==> config.mk <==
export PLATFORM = sky130hd
export DESIGN_NAME = multi_sum_acc
export DESIGN_NICKNAME = d
export VERILOG_FILES = /design/src/rtl/multi_sum_acc.sv
export SDC_FILE = /design/constraint.sdc
export NUM_CORES = 1
export LEC_CHECK = 0
export CAP_MARGIN = 20
export CORE_MARGIN = 2
export CORE_UTILIZATION = 24
export CTS_BUF_LIST = sky130_fd_sc_hd__clkbuf_2
export CTS_CLUSTER_DIAMETER = 50
export CTS_CLUSTER_SIZE = 40
export DETAILED_ROUTE_END_ITERATION = 8
export PLACE_DENSITY = 0.48
export SYNTH_ARGS = -nofsm -noshare
export SYNTH_HDL_FRONTEND = slang
export SYNTH_SLANG_ARGS = --single-unit
==> constraint.sdc <==
create_clock -name clk -period 8.9 [get_ports clk]
set_clock_uncertainty 0.2 [all_clocks]
set_input_delay 0.89 -clock clk [delete_from_list [all_inputs] [get_ports clk]]
set_output_delay 0.89 -clock clk [all_outputs]
set_load 0.01 [all_outputs]
==> src/rtl/multi_sum_acc.sv <==
// Sequential N_IN-word adder with bias for neuron pre-activation sums.
// One addition per cycle in a wide accumulator, then saturate/wrap to DATA_W.
module multi_sum_acc #(
  parameter int N_IN     = 4,
  parameter int DATA_W   = 32,
  parameter int SIGNED   = 1,
  parameter int SATURATE = 1
) (
  input  logic                   clk,
  input  logic                   reset,
  input  logic                   start,
  input  logic [N_IN*DATA_W-1:0] in_flat,
  input  logic [DATA_W-1:0]      bias,
  output logic                   busy,
  output logic                   done,
  output logic [DATA_W-1:0]      sum,
  output logic                   overflow
);

  localparam int ACC_W = DATA_W + $clog2(N_IN + 1);
  localparam int IDX_W = (N_IN > 1) ? $clog2(N_IN) : 1;
  localparam logic [IDX_W-1:0] LAST = IDX_W'(N_IN - 1);

  typedef enum logic [1:0] {IDLE, ACCUM, FINISH} state_t;

  state_t                    state_q, state_d;
  logic signed [ACC_W-1:0]   acc_q, acc_d;
  logic [IDX_W-1:0]          idx_q, idx_d;
  logic [DATA_W-1:0]         bank_q [N_IN];
  logic [DATA_W-1:0]         bank_d [N_IN];
  logic                      busy_q, busy_d;
  logic                      done_q, done_d;
  logic [DATA_W-1:0]         sum_q, sum_d;
  logic                      ovf_q, ovf_d;

  function automatic logic signed [ACC_W-1:0] ext(input logic [DATA_W-1:0] w);
    if (SIGNED != 0) return {{(ACC_W-DATA_W){w[DATA_W-1]}}, w};
    else             return {{(ACC_W-DATA_W){1'b0}}, w};
  endfunction

  // Signed: all bits from DATA_W-1 upward must agree; unsigned: no bits above DATA_W-1.
  function automatic logic out_of_range(input logic signed [ACC_W-1:0] a);
    if (SIGNED != 0) return !((&a[ACC_W-1:DATA_W-1]) || !(|a[ACC_W-1:DATA_W-1]));
    else             return |a[ACC_W-1:DATA_W];
  endfunction

  function automatic logic [DATA_W-1:0] sat(input logic signed [ACC_W-1:0] a);
    if ((SATURATE != 0) && out_of_range(a)) begin
      if (SIGNED != 0) return a[ACC_W-1] ? {1'b1, {(DATA_W-1){1'b0}}} : {1'b0, {(DATA_W-1){1'b1}}};
      else             return {DATA_W{1'b1}};
    end
    return a[DATA_W-1:0];
  endfunction

  always_comb begin
    state_d = state_q;
    acc_d   = acc_q;
    idx_d   = idx_q;
    bank_d  = bank_q;
    busy_d  = busy_q;
    done_d  = 1'b0;
    sum_d   = sum_q;
    ovf_d   = ovf_q;
    case (state_q)
      IDLE: begin
        if (start) begin
          for (int i = 0; i < N_IN; i++) bank_d[i] = in_flat[i*DATA_W +: DATA_W];
          acc_d   = ext(bias);
          idx_d   = '0;
          busy_d  = 1'b1;
          state_d = ACCUM;
        end
      end
      ACCUM: begin
        acc_d = acc_q + ext(bank_q[idx_q]);
        idx_d = idx_q + 1'b1;
        if (idx_q == LAST) state_d = FINISH;
      end
      FINISH: begin
        sum_d   = sat(acc_q);
        ovf_d   = out_of_range(acc_q);
        done_d  = 1'b1;
        busy_d  = 1'b0;
        state_d = IDLE;
      end
      default: state_d = IDLE;
    endcase
  end

  always_ff @(posedge clk or posedge reset) begin
    if (reset) begin
      state_q <= IDLE;
      acc_q   <= '0;
      idx_q   <= '0;
      for (int i = 0; i < N_IN; i++) bank_q[i] <= '0;
      busy_q  <= 1'b0;
      done_q  <= 1'b0;
      sum_q   <= '0;
      ovf_q   <= 1'b0;
    end else begin
      state_q <= state_d;
      acc_q   <= acc_d;
      idx_q   <= idx_d;
      for (int i = 0; i < N_IN; i++) bank_q[i] <= bank_d[i];
      busy_q  <= busy_d;
      done_q  <= done_d;
      sum_q   <= sum_d;
      ovf_q   <= ovf_d;
    end
  end

  assign busy     = busy_q;
  assign done     = done_q;
  assign sum      = sum_q;
  assign overflow = ovf_q;

endmodule
Word level (Yosys, flattened, before mapping)
Index checks and enable logic that the tools add are counted.
{"block": "totals", "reg_bits": 202, "latch_bits": 0, "mem_bits_rw": 0, "mem_bits_ro": 0, "output_inout_bits": 35, "word_cells": 52, "memories": 0}
{"block": "classes", "add_sub_neg": 2, "multipliers": 0, "n_div": 0, "order_cmp": 1, "n_eq_ne": 5, "shifts": 0, "n_mux": 20, "bitwise_logic": 1, "n_reduce_logical": 12}
{"cell": "32-bit two-way mux", "count": 5}
{"cell": "35-bit two-way mux", "count": 2}
{"cell": "35-bit case mux with 2 select lines", "count": 1}
{"cell": "32-bit binary-select mux with 2-bit select", "count": 1}
{"cell": "35-bit adder", "count": 1}
{"cell": "2-bit case mux with 2 select lines", "count": 2}
{"cell": "2-bit AND reduction", "count": 4}
{"cell": "2-bit two-way mux", "count": 3}
{"cell": "1-bit two-way mux", "count": 5}
{"cell": "2-bit == test, second input constant", "count": 2}
{"cell": "2-bit inequality test, second input constant", "count": 2}
{"cell": "4-bit AND reduction", "count": 1}
{"cell": "2-bit nonzero test", "count": 2}
{"cell": "4-bit OR reduction", "count": 1}
{"cell": "3-bit greater-or-equal comparator, second input constant", "count": 1}
{"cell": "2-bit NOT with 3-bit output", "count": 1}
{"cell": "2-bit by 1-bit adder with 2-bit output, second input constant", "count": 1}
{"cell": "2-bit by 1-bit == test with 1-bit output, second input constant", "count": 1}
{"cell": "1-bit logical NOT", "count": 2}
{"cell": "2-bit logical NOT", "count": 1}
{"cell": "1-bit case mux with 2 select lines", "count": 1}
{"cell": "1-bit logical OR", "count": 1}

Logic depth before layout (Yosys ltp)
Gate-level depths: netlist (run 1).
{"block": "depth", "word_depth": 8, "ltp_mapped": 13, "depth_no_buf": 12}

Worst setup path after synthesis (run 1)
OpenSTA, ideal clock, no wires.
{"block": "synth_path", "path_type": "register -> register", "startpoint": "register idx_q[0]", "endpoint": "register acc_q[27]", "arrival_time_ns": 3.847, "required_time_ns": 8.580, "path_slack_ns": 4.732, "path_stages_with_launch": 13, "path_buffers": 2, "synth_period_minus_slack_ns": 4.168, "path_cell_list": "dfrtp_1 -> clkbuf_1 -> buf_1 -> mux4_2 -> ha_1 -> a21o_1 -> a21o_1 -> a21oi_2 -> o21ai_2 -> or3_4 -> a41o_1 -> a2111o_1 -> o211a_1"}
{"block": "synth_via", "elab_chain_cells": 7}
{"element": "start: declaration", "line": "28", "rtl": "logic [IDX_W-1:0] idx_q, idx_d;"}
{"element": "start signal: assignment", "line": "103", "rtl": "idx_q <= idx_d;"}
{"element": "2-bit NOT with 3-bit output (implied by the code)", "line": "75", "rtl": "acc_d = acc_q + ext(bank_q[idx_q]);"}
{"element": "32-bit binary-select mux with 2-bit select", "line": "75"}
{"element": "32-bit two-way mux (implied by the code) (2 in series)", "line": "75"}
{"element": "35-bit two-way mux", "line": "64", "rtl": "case (state_q)"}
{"element": "35-bit adder", "line": "75"}
{"element": "35-bit case mux with 2 select lines", "line": "64"}
{"element": "end signal: assignment", "line": "93", "rtl": "acc_q <= '0;"}
{"element": "end signal: assignment", "line": "102", "rtl": "acc_q <= acc_d;"}
{"element": "end: declaration", "line": "27", "rtl": "logic signed [ACC_W-1:0] acc_q, acc_d;"}
Every way passes these cells. The select of a mux whose other input is x is not followed.
A chain may end at the register's enable or synchronous reset.

Worst setup path in the final report (run 1)
{"block": "layout_path", "startpoint": "register idx_q[0]", "endpoint": "register acc_q[32]"}
The elaborated chain is that of the path after synthesis.

==> results of run 1 <==
==> sequential cells by signal, indices dropped and copies added, names as in the netlist <==
signal	cells
idx_q	2
overflow	1
sum	32
busy	1
done	1
bank_q	128
acc_q	35
state_q	2
==> power by group <==
part	leakage, nW	switching, W	internal (W)
Combinational	2.75	0.00190	0.00180
Sequential	2.38	0.000363	0.00141
Clock	0.231	0.000420	0.000150
Total	5.36	0.00269	0.00335
==> cell families after synthesis <==
logic type | count (synthesis) | synth area share, %
and+or+nand+nor | 138 | 6.61
DFF | 202 | 48.7
buffers and inverters | 68 | 2.51
muxes | 170 | 21.8
adders and majority gates | 36 | 4.41
xor gates and xnor gates | 22 | 1.86
AOI/OAI and AO/OA | 201 | 14.1
==> stage by stage <==
stage	total power, W	utilization, %	hold slack [ns]	worst slack (ns)	instances
CTS	0.00615	31.2	0.0654	4.43	1644
global placement	0.00552	30.4	0.283	4.52	1581
floorplan	0.00443	-	0.275	2.30	837
global route	0.00662	31.2	0.117	4.21	1646
finish	0.00604	31.2	0.211	4.50	1646
detailed placement	0.00553	30.4	0.290	4.46	1581
==> critical path, stage by stage, from the launching register on <==
cell and delay, ns:
dfrtp_4 1.01, mux4_2 0.37, ha_1 0.18, inv_1 0.06, fa_1 0.36, and2b_1 0.25
o2111ai_1 0.19, a211o_1 0.39, a21boi_2 0.18, o2111ai_1 0.22, a211o_1 0.42, a31o_1 0.22
a211o_1 0.24
==> how the worst max path moves through the flow <==
| stage | start | endpoint | slack [ns] | cells past startpoint |
|---|---|---|---|---|
| floorplan | reset | acc_q[0] | 2.30 | 1 |
| global placement | idx_q[0] | acc_q[32] | 4.52 | 12 |
| detailed placement | idx_q[0] | acc_q[32] | 4.46 | 12 |
| CTS | idx_q[0] | acc_q[32] | 4.43 | 12 |
| global route | idx_q[0] | acc_q[32] | 4.21 | 12 |
| finish | idx_q[0] | acc_q[32] | 4.50 | 12 |
==> final cells by class <==
cell class	instances	area (um2)	area share, %
timing repair buffer	210	2070	15.5
antenna	2	5.00	0.0374
inverter	17	71.3	0.533
clock buffer	41	205	1.53
clock inverter	22	144	1.08
sequential	202	5060	37.8
multi-input combinational	567	5090	38.0
tap	585	732	5.47
==> per-layer routing <==
| metal | up-vias | share of wire (%) | wire [um] |
|---|---|---|---|
| li1 | 3598 | - | - |
| met1 | 3711 | 47 | 14700 |
| met2 | 182 | 45 | 14000 |
| met3 | 48 | 6.0 | 1880 |
| met4 | 2 | 2.2 | 686 |
| met5 | - | 0.054 | 17 |
==> Yosys cell counts, types with 5 or more instances <==
cell type / n / share of area (%)
dfrtp_1: 202 / 49
mux2_2: 131 / 14
clkbuf_1: 43 / 1.6
nand2_1: 43 / 1.6
o21ai_0: 36 / 1.7
a21oi_1: 35 / 1.7
a221o_1: 35 / 3.4
ha_1: 35 / 4.2
mux4_2: 32 / 6.9
nor2_1: 28 / 1.0
a22oi_1: 23 / 1.7
nand3_1: 18 / 0.87
inv_1: 17 / 0.61
xnor2_1: 15 / 1.3
a21o_1: 14 / 1.0
nor3_1: 9 / 0.43
mux2i_1: 7 / 0.67
o21bai_1: 7 / 0.51
xor2_1: 7 / 0.59
and2_1: 6 / 0.36
or3_1: 5 / 0.30
==> flow_summary.ini, run 1 <==
[layout]
layout_common_cells = dfrtp_1, clkdlybuf4s50_1, mux2_2, nand2_1, clkbuf_2
layout_net_count = 1232
layout.cell_area.non_filler_mm2 = 0.0134
area_delta_synth_final_pct = 28.8
post_route_cells_drive_above_1_share_pct = 23.8
layout.cells.most_common = dfrtp_1
fill_cells = 4413

[routing]
drc_errors = 0
via_count = 7541
route.detailed.vias_per_inst = 4.58
totalWireLength_um = 31200
routed_wire_length_per_instance_um = 19.0
detail_route.iter0.violations = 379
ant_nets = 0
detail_route.first_pass.iterations = 4

[clock_tree]
worst_setup_hold_path_clk_slew_ns = 0.19
cts.repair_timing.setup_buffer_count = 0
clk_latency_ns = 0.91
cts_tree = yes
numClockSinks = 202
postCtsResizedCells = 0
cts-root-buf = clkbuf_2
clock_path_buffers = 3
cts_htree_levels = 2
ctsHoldBuffers = 0
cts_buffers = 35

[global_route]
gr-usage-met3_pct = 3.90
grt_start_max_net_pins = 80
first_global_vias = 7948
grtUsageMet1_pct = 19.5
grt_most_used_layer = met2
grt_pass1_wl_um = 48000
total_global_routing_overflow = 0
grt_util_met2_pct = 21.4
grtUsageTotal_pct = 14.1
grt_antenna_before_repair = 3

[sta]
timing_worst_slew_pin_value_ns = 1.11
max_freq_mhz = 227
setup_tns_ns = 0
finalHoldViolations = 0
final_worst_path_cycle_share_pct = 49.5
max-slew-margin-rel_pct = 25.9
drv_slew = 0
rsz0062_at_grt = no
setup-violations-final = 0
period_needed_ns = 4.40

[critical_path]
worst-setup-path-type = reg -> reg
critical_path.startpoint_type = flop
reg2reg_from = idx_q[0]
arrival_ns = 4.98
worstPathRequired_ns = 9.48
crit_path_max_fanout = 35
end_kind = flop
worst_r2r_path_depth = 12
timing.rr.end = acc_q[32]
ff2ff_setup_slack_ns = 4.50

[place]
port-buffer-count = 197
place_hpwl_um = 21900
gp_congestion = 0.802
dpl-instance-area_mm2 = 0.0130

[synthesis]
mappedNetlistNets = 1036
post_synth_edffs = 0
synthCells = 837
yosys_most_used_dff = dfrtp_1
post_synth.cell_area_avg_um2 = 12.4
yosysWarnings = 0
syn-cell-area_mm2 = 0.0104
postSynth.asyncResetShare_pct = 100
synthDistinctLibCells = 65
synth-seq-area-share_pct = 48.7
ys_ff_latch = 202

[run]
max_capacitance_violation_count = 0

[floorplanning]
rows = 76
effective_utilization_at_floorplan_pct = 24.2
die-height_um = 212
design.die.area_mm2 = 0.0450
total_core_area_mm2 = 0.0429
floorplan.die.width_um = 212
io-pin-count = 198

[min_path]
hold_path.class = in -> async

[pwr]
standby_leakage_power_nw = 5.36
peakVddDrop_mv = 0.154
pwr_density_cell_mw_per_mm2 = 451

[status]
status = finished, final reports clean
Note: power is estimated with default switching activity, not from simulation.
==> inputs of run 2 (changes only) <==
--- a/config.mk
+++ b/config.mk
@@ -12,7 +12,7 @@
 export CTS_CLUSTER_DIAMETER = 50
 export CTS_CLUSTER_SIZE = 40
 export DETAILED_ROUTE_END_ITERATION = 8
-export PLACE_DENSITY = 0.48
+export PLACE_DENSITY = 0.5
 export SYNTH_ARGS = -nofsm -noshare
 export SYNTH_HDL_FRONTEND = slang
 export SYNTH_SLANG_ARGS = --single-unit
==> constraint.sdc (replaced) <==
create_clock -name clk -period 3.98 [get_ports clk]
set_clock_uncertainty 0.2 [all_clocks]
set_input_delay 0.398 -clock clk [delete_from_list [all_inputs] [get_ports clk]]
set_output_delay 0.398 -clock clk [all_outputs]
set_load 0.01 [all_outputs]
==> run 2 against run 1 <==
  * Design area is 15% higher
  * Routed wire length grew 4.6%
  * Die area did not move
  * Setup slack worse by 4.4 ns
  * Sequential cell count is the same
  * Cell count up 11%
  * Power up 140%
  * Global-route usage increased by 0.67 points
==> flow_summary.ini, run 2 (synthesis results as in run 1) <==
[sta]
timing_worst_slew_pin_value_ns = 0.860
finalHoldViolations = 0
max-slew-margin-rel_pct = 42.5
rsz0062_at_grt = no
drv_slew = 0
setup-violations-final = 0
timing.final.ws_setup_ns = 0.137
worst_hold_slack_ns = 0.210
period_needed_ns = 3.84
final_worst_path_cycle_share_pct = 96.6
setup_tns_ns = 0
max_freq_mhz = 260

[clock_tree]
cts_tree = yes
clk_latency_ns = 0.93
clock_path_buffers = 3
cts-root-buf = clkbuf_2
cts_buffers = 34
cts_htree_levels = 2
numClockSinks = 202
worst_setup_hold_path_clk_slew_ns = 0.22

[floorplanning]
rows = 76
io-pin-count = 198
die-height_um = 212
design.die.area_mm2 = 0.0450
floorplan.die.width_um = 212
total_core_area_mm2 = 0.0429
effective_utilization_at_floorplan_pct = 24.2

[critical_path]
worst-setup-path-type = reg -> reg
end_kind = flop
critical_path.startpoint_type = flop
ff2ff_setup_slack_ns = 0.14
timing.rr.end = acc_q[27]
crit_path_max_fanout = 11
critical_path_slowest_stage_cell = dfrtp_4
worst_r2r_path_depth = 11
worst_path_largest_cell_delay_ns = 0.55
timing.critical_path.mode_cell = a21o_1
reg2reg_from = idx_q[0]
cp_cell_sequence = buf_12, mux4_2, ha_1, a21o_1, a21o_1, a21oi_2, o21ai_2, or3_4, a41o_1, a2111o_1, o211a_1
arrival_ns = 4.49
worstPathRequired_ns = 4.63

[routing]
detail_route.first_pass.iterations = 5
ant_nets = 0
totalWireLength_um = 32700
drc_errors = 0
routed_wire_length_per_instance_um = 17.9
route.detailed.vias_per_inst = 4.56
via_count = 8335
detail_route.iter0.violations = 480

[global_route]
grtUsageTotal_pct = 14.7
grt_start_max_net_pins = 101
grt_pass1_wl_um = 50500
total_global_routing_overflow = 0
first_global_vias = 8697
grt_antenna_before_repair = 1

[pwr]
peakVddDrop_mv = 0.350
standby_leakage_power_nw = 6.20
pwr_density_cell_mw_per_mm2 = 930
design_power_total_w = 0.0143

[layout]
layout.cell_area.non_filler_mm2 = 0.0154
fill_cells = 4249
layout_net_count = 1416
max_flop_register = bank_q
area_delta_synth_final_pct = 48.0
largest_reg_flops = 128
layout_common_cells = dfrtp_1, clkdlybuf4s50_1, dlygate4sd3_1, mux2_2, nand2_1
layout.cells.most_common = dfrtp_1
post_route_cells_drive_above_1_share_pct = 23.0

[place]
dpl-instance-area_mm2 = 0.0132
gp_congestion = 0.800
place_worst_setup_slack_ns = 0.0724
place_hpwl_um = 22300
port-buffer-count = 197

[min_path]
hold_path.class = in -> async

[status]
status = finished, final reports clean

[run]
max_capacitance_violation_count = 0
[run 2: cell types whose count changed in the layout (fill, tap and decap cells not counted), sizes merged]
| cell | before | now |
|---|---|---|
| clkbuf | 41 | 39 |
| clkinvlp | 4 | 5 |
| inv | 23 | 21 |
| clkinv | 12 | 10 |
| buf | 13 | 36 |
| bufinv | 0 | 3 |
| dlygate4sd3 | 0 | 162 |
[run 2: stage by stage]
| step | util (%) | cells |
|---|---|---|
| detailed placement | 30.7 | 1593 |
| floorplan | - | 837 |
| finish | 35.8 | 1829 |
| global placement | 30.7 | 1593 |
| global route | 35.8 | 1829 |
| CTS | 35.5 | 1816 |
[run 2: cell type report]
class	count	area, um2	share of cell area, %
clock inverters	22	210	1.37
multi-input cells	567	5160	33.6
repair buffers	395	3940	25.6
inverters	17	67.6	0.440
flip-flops and latches	202	5060	32.9
well taps	585	732	4.76
clock buffers	39	195	1.27
diodes	2	5.00	0.0326
[run 2: critical path, delay by kind of cell, from the launching register on]
family | cells | cell delay, ns
buffers and inverters | 1 | 0.18
AOI/OAI and AO/OA | 7 | 1.54
DFF | 1 | 0.55
adders and majority gates | 1 | 0.34
muxes | 1 | 0.53
and+or+nand+nor | 1 | 0.41
[run 2: worst max-delay path by stage]
stage | start | end | depth (start not counted)
6_report | idx_q[0] | acc_q[27] | 11
5_1_grt | idx_q[0] | acc_q[32] | 12
4_1_cts | idx_q[0] | acc_q[32] | 12
3_5_place_dp | idx_q[0] | acc_q[34] | 12
3_3_place_gp | idx_q[0] | acc_q[32] | 12
2_1_floorplan | idx_q[0] | acc_q[27] | 12
[run 2: repair_timing]
action | in CTS | in global routing
setup endpoints to repair | 1 | 8
pin swaps | 0 | 3
resized for setup | 1 | 10
hold buffers | 162 | 0
hold endpoints to repair | 218 | 0
setup buffers | 0 | 11
[run 2: where the power goes]
group	internal, W	leakage, nW	switching, W
clock	0.000508	0.259	0.000934
combinational	0.00445	3.57	0.00457
sequential	0.00315	2.38	0.000682
total	0.00810	6.20	0.00619
[run 2: routing by layer]
| metal | wire [um] | part of all wire [%] | vias to the layer above | global-route usage, % |
|---|---|---|---|---|
| met5 | 0 | 0 | - | 0 |
| met4 | 777 | 2.4 | 0 | 5.15 |
| met3 | 1850 | 5.7 | 50 | 3.18 |
| met1 | 15300 | 47 | 4125 | 20.6 |
| met2 | 14800 | 45 | 192 | 22.5 |
| li1 | - | - | 3968 | - |
==> inputs of run 3 (changes only) <==
--- a/config.mk
+++ b/config.mk
@@ -12,7 +12,8 @@
 export CTS_CLUSTER_DIAMETER = 50
 export CTS_CLUSTER_SIZE = 40
 export DETAILED_ROUTE_END_ITERATION = 8
-export PLACE_DENSITY = 0.5
+export PLACE_DENSITY = 0.54
+export REMOVE_ABC_BUFFERS = 1
 export SYNTH_ARGS = -nofsm -noshare
 export SYNTH_HDL_FRONTEND = slang
 export SYNTH_SLANG_ARGS = --single-unit
==> run 3 against run 2 <==
  * Global-route usage shrank 0.12 points
  * Count of clock-buffer cells in the layout is 2 higher
  * Worst hold slack worse by 0.062 ns
  * Power shrank 0.26%
==> flow_summary.ini, run 3 (synthesis results as in run 1) <==
[status]
status = finished, final reports clean

[routing]
detail_route.first_pass.iterations = 4
detail_route.iter0.violations = 458
drc_errors = 0
route.detailed.vias_per_inst = 4.59
via_count = 8360
ant_nets = 0
totalWireLength_um = 32400
routed_wire_length_per_instance_um = 17.8

[floorplanning]
io-pin-count = 198
rows = 76
die-height_um = 212
total_core_area_mm2 = 0.0429
floorplan.die.width_um = 212
effective_utilization_at_floorplan_pct = 24.2
design.die.area_mm2 = 0.0450

[place]
dp_cells = 1592
gp_congestion = 0.843
port-buffer-count = 197
place_hpwl_um = 22400

[clock_tree]
clock_path_buffers = 3
worst_setup_hold_path_clk_slew_ns = 0.15
clk_latency_ns = 0.97
cts_tree = yes
cts_buffers = 37
cts-root-buf = clkbuf_2
cts_htree_levels = 2
numClockSinks = 202

[sta]
max-slew-margin-rel_pct = 33.1
drv_slew = 0
rsz0062_at_grt = no
max_freq_mhz = 261
timing_worst_slew_pin_value_ns = 1.00
setup-violations-final = 0
worst_hold_slack_ns = 0.148
period_needed_ns = 3.84
final_worst_path_cycle_share_pct = 96.4
finalHoldViolations = 0

[global_route]
first_global_vias = 8626
grt_pass1_wl_um = 50400
grt_antenna_before_repair = 5
grtUsageTotal_pct = 14.6
grt_start_max_net_pins = 101
total_global_routing_overflow = 0

[critical_path]
critical_path.startpoint_type = flop
crit_path_max_fanout = 18
reg2reg_from = idx_q[0]
arrival_ns = 4.45
worst_r2r_path_depth = 10
end_kind = flop
timing.rr.end = acc_q[21]
worst-setup-path-type = reg -> reg
ff2ff_setup_slack_ns = 0.14
worstPathRequired_ns = 4.59

[pwr]
design_power_total_w = 0.0143
peakVddDrop_mv = 0.311
standby_leakage_power_nw = 6.20
pwr_density_cell_mw_per_mm2 = 930

[layout]
largest_reg_flops = 128
fill_cells = 4218
area_delta_synth_final_pct = 47.6
ff_latch_area_mm2 = 0.00506
layout_common_cells = dfrtp_1, clkdlybuf4s50_1, dlygate4sd3_1, mux2_2, nand2_1
post_route_cells_drive_above_1_share_pct = 22.0
layout.cells.most_common = dfrtp_1
fin_cells = 1823
layout_net_count = 1407
multi_input_area_mm2 = 0.00512
max_flop_register = bank_q

[min_path]
hold_startpoint = bias[28]
whs_path_depth = 4
whs_endpoint = acc_q[28]
hold_path.class = in -> reg

[run]
max_capacitance_violation_count = 0
==> run 3: changes by cell type in the layout (fill, tap and decap cells not counted), sizes merged <==
cell         change
buf             -11
bufinv           +1
clkbuf           +2
clkinvlp         -4
diode            +2
dlygate4sd3      -1
inv              +5
==> run 3: repair_timing <==
item,in CTS,in global routing
buffers inserted,0,1
hold buffers,161,0
hold endpoints to repair,257,0
setup endpoints to repair,0,5
resized for setup,0,5
==> run 3: final cells by class <==
class	instances	share of cell area, %
Clock inverter	24	1.78
Clock buffer	41	1.34
Inverter	17	0.465
Tap cell	585	4.78
Antenna cell	4	0.0653
Multi-Input combinational cell	567	33.4
Sequential cell	202	33.0
Timing Repair Buffer	383	25.1
==> run 3: critical path, cell delays in order, from the launching register on <==
cell	delay [ns]
dfrtp_4	0.50
buf_12	0.22
mux4_2	0.57
ha_1	0.31
buf_4	0.15
a21oi_1	0.21
o21ai_0	0.21
a21oi_1	0.60
a21oi_1	0.20
or3_1	0.34
a31o_2	0.25
==> run 3: power by group <==
group | internal [W] | switching (W) | total [W] | leakage, nW
sequential | 0.00315 | 0.000676 | 0.00382 | 2.38
combinational | 0.00432 | 0.00450 | 0.00882 | 3.51
clock | 0.000617 | 0.000993 | 0.00161 | 0.305
total | 0.00809 | 0.00617 | 0.0143 | 6.20
==> run 3: through the flow <==
step / utilization (%) / setup slack [ns] / TNS, ns / instance area [um2]
after global placement: 30.7 / 0.208 / 0 / 13200
after floorplan: - / -13.19 / -2119.41 / 10200
after global routing: 35.7 / 0.00849 / 0 / 15300
final: 35.7 / 0.142 / 0 / 15300
after CTS: 35.6 / 0.126 / 0 / 15300
after detailed placement: 30.8 / 0.124 / 0 / 13200
==> run 3: worst max path at each step <==
stage,startpoint,end,cells after the start
2_1_floorplan,state_q[1],acc_q[32],5
3_3_place_gp,idx_q[0],acc_q[27],11
3_5_place_dp,idx_q[0],acc_q[32],12
4_1_cts,idx_q[0],acc_q[29],10
5_1_grt,idx_q[0],acc_q[21],10
6_report,idx_q[0],acc_q[21],10
==> run 3: layer usage <==
metal / GRT usage, % / vias up / part of all wire [%]
li1: - / 3950 / -
met1: 20.0 / 4138 / 47
met2: 22.7 / 227 / 45
met3: 4.12 / 43 / 6.4
met4: 3.74 / 2 / 1.8
met5: 0 / - / 0.049
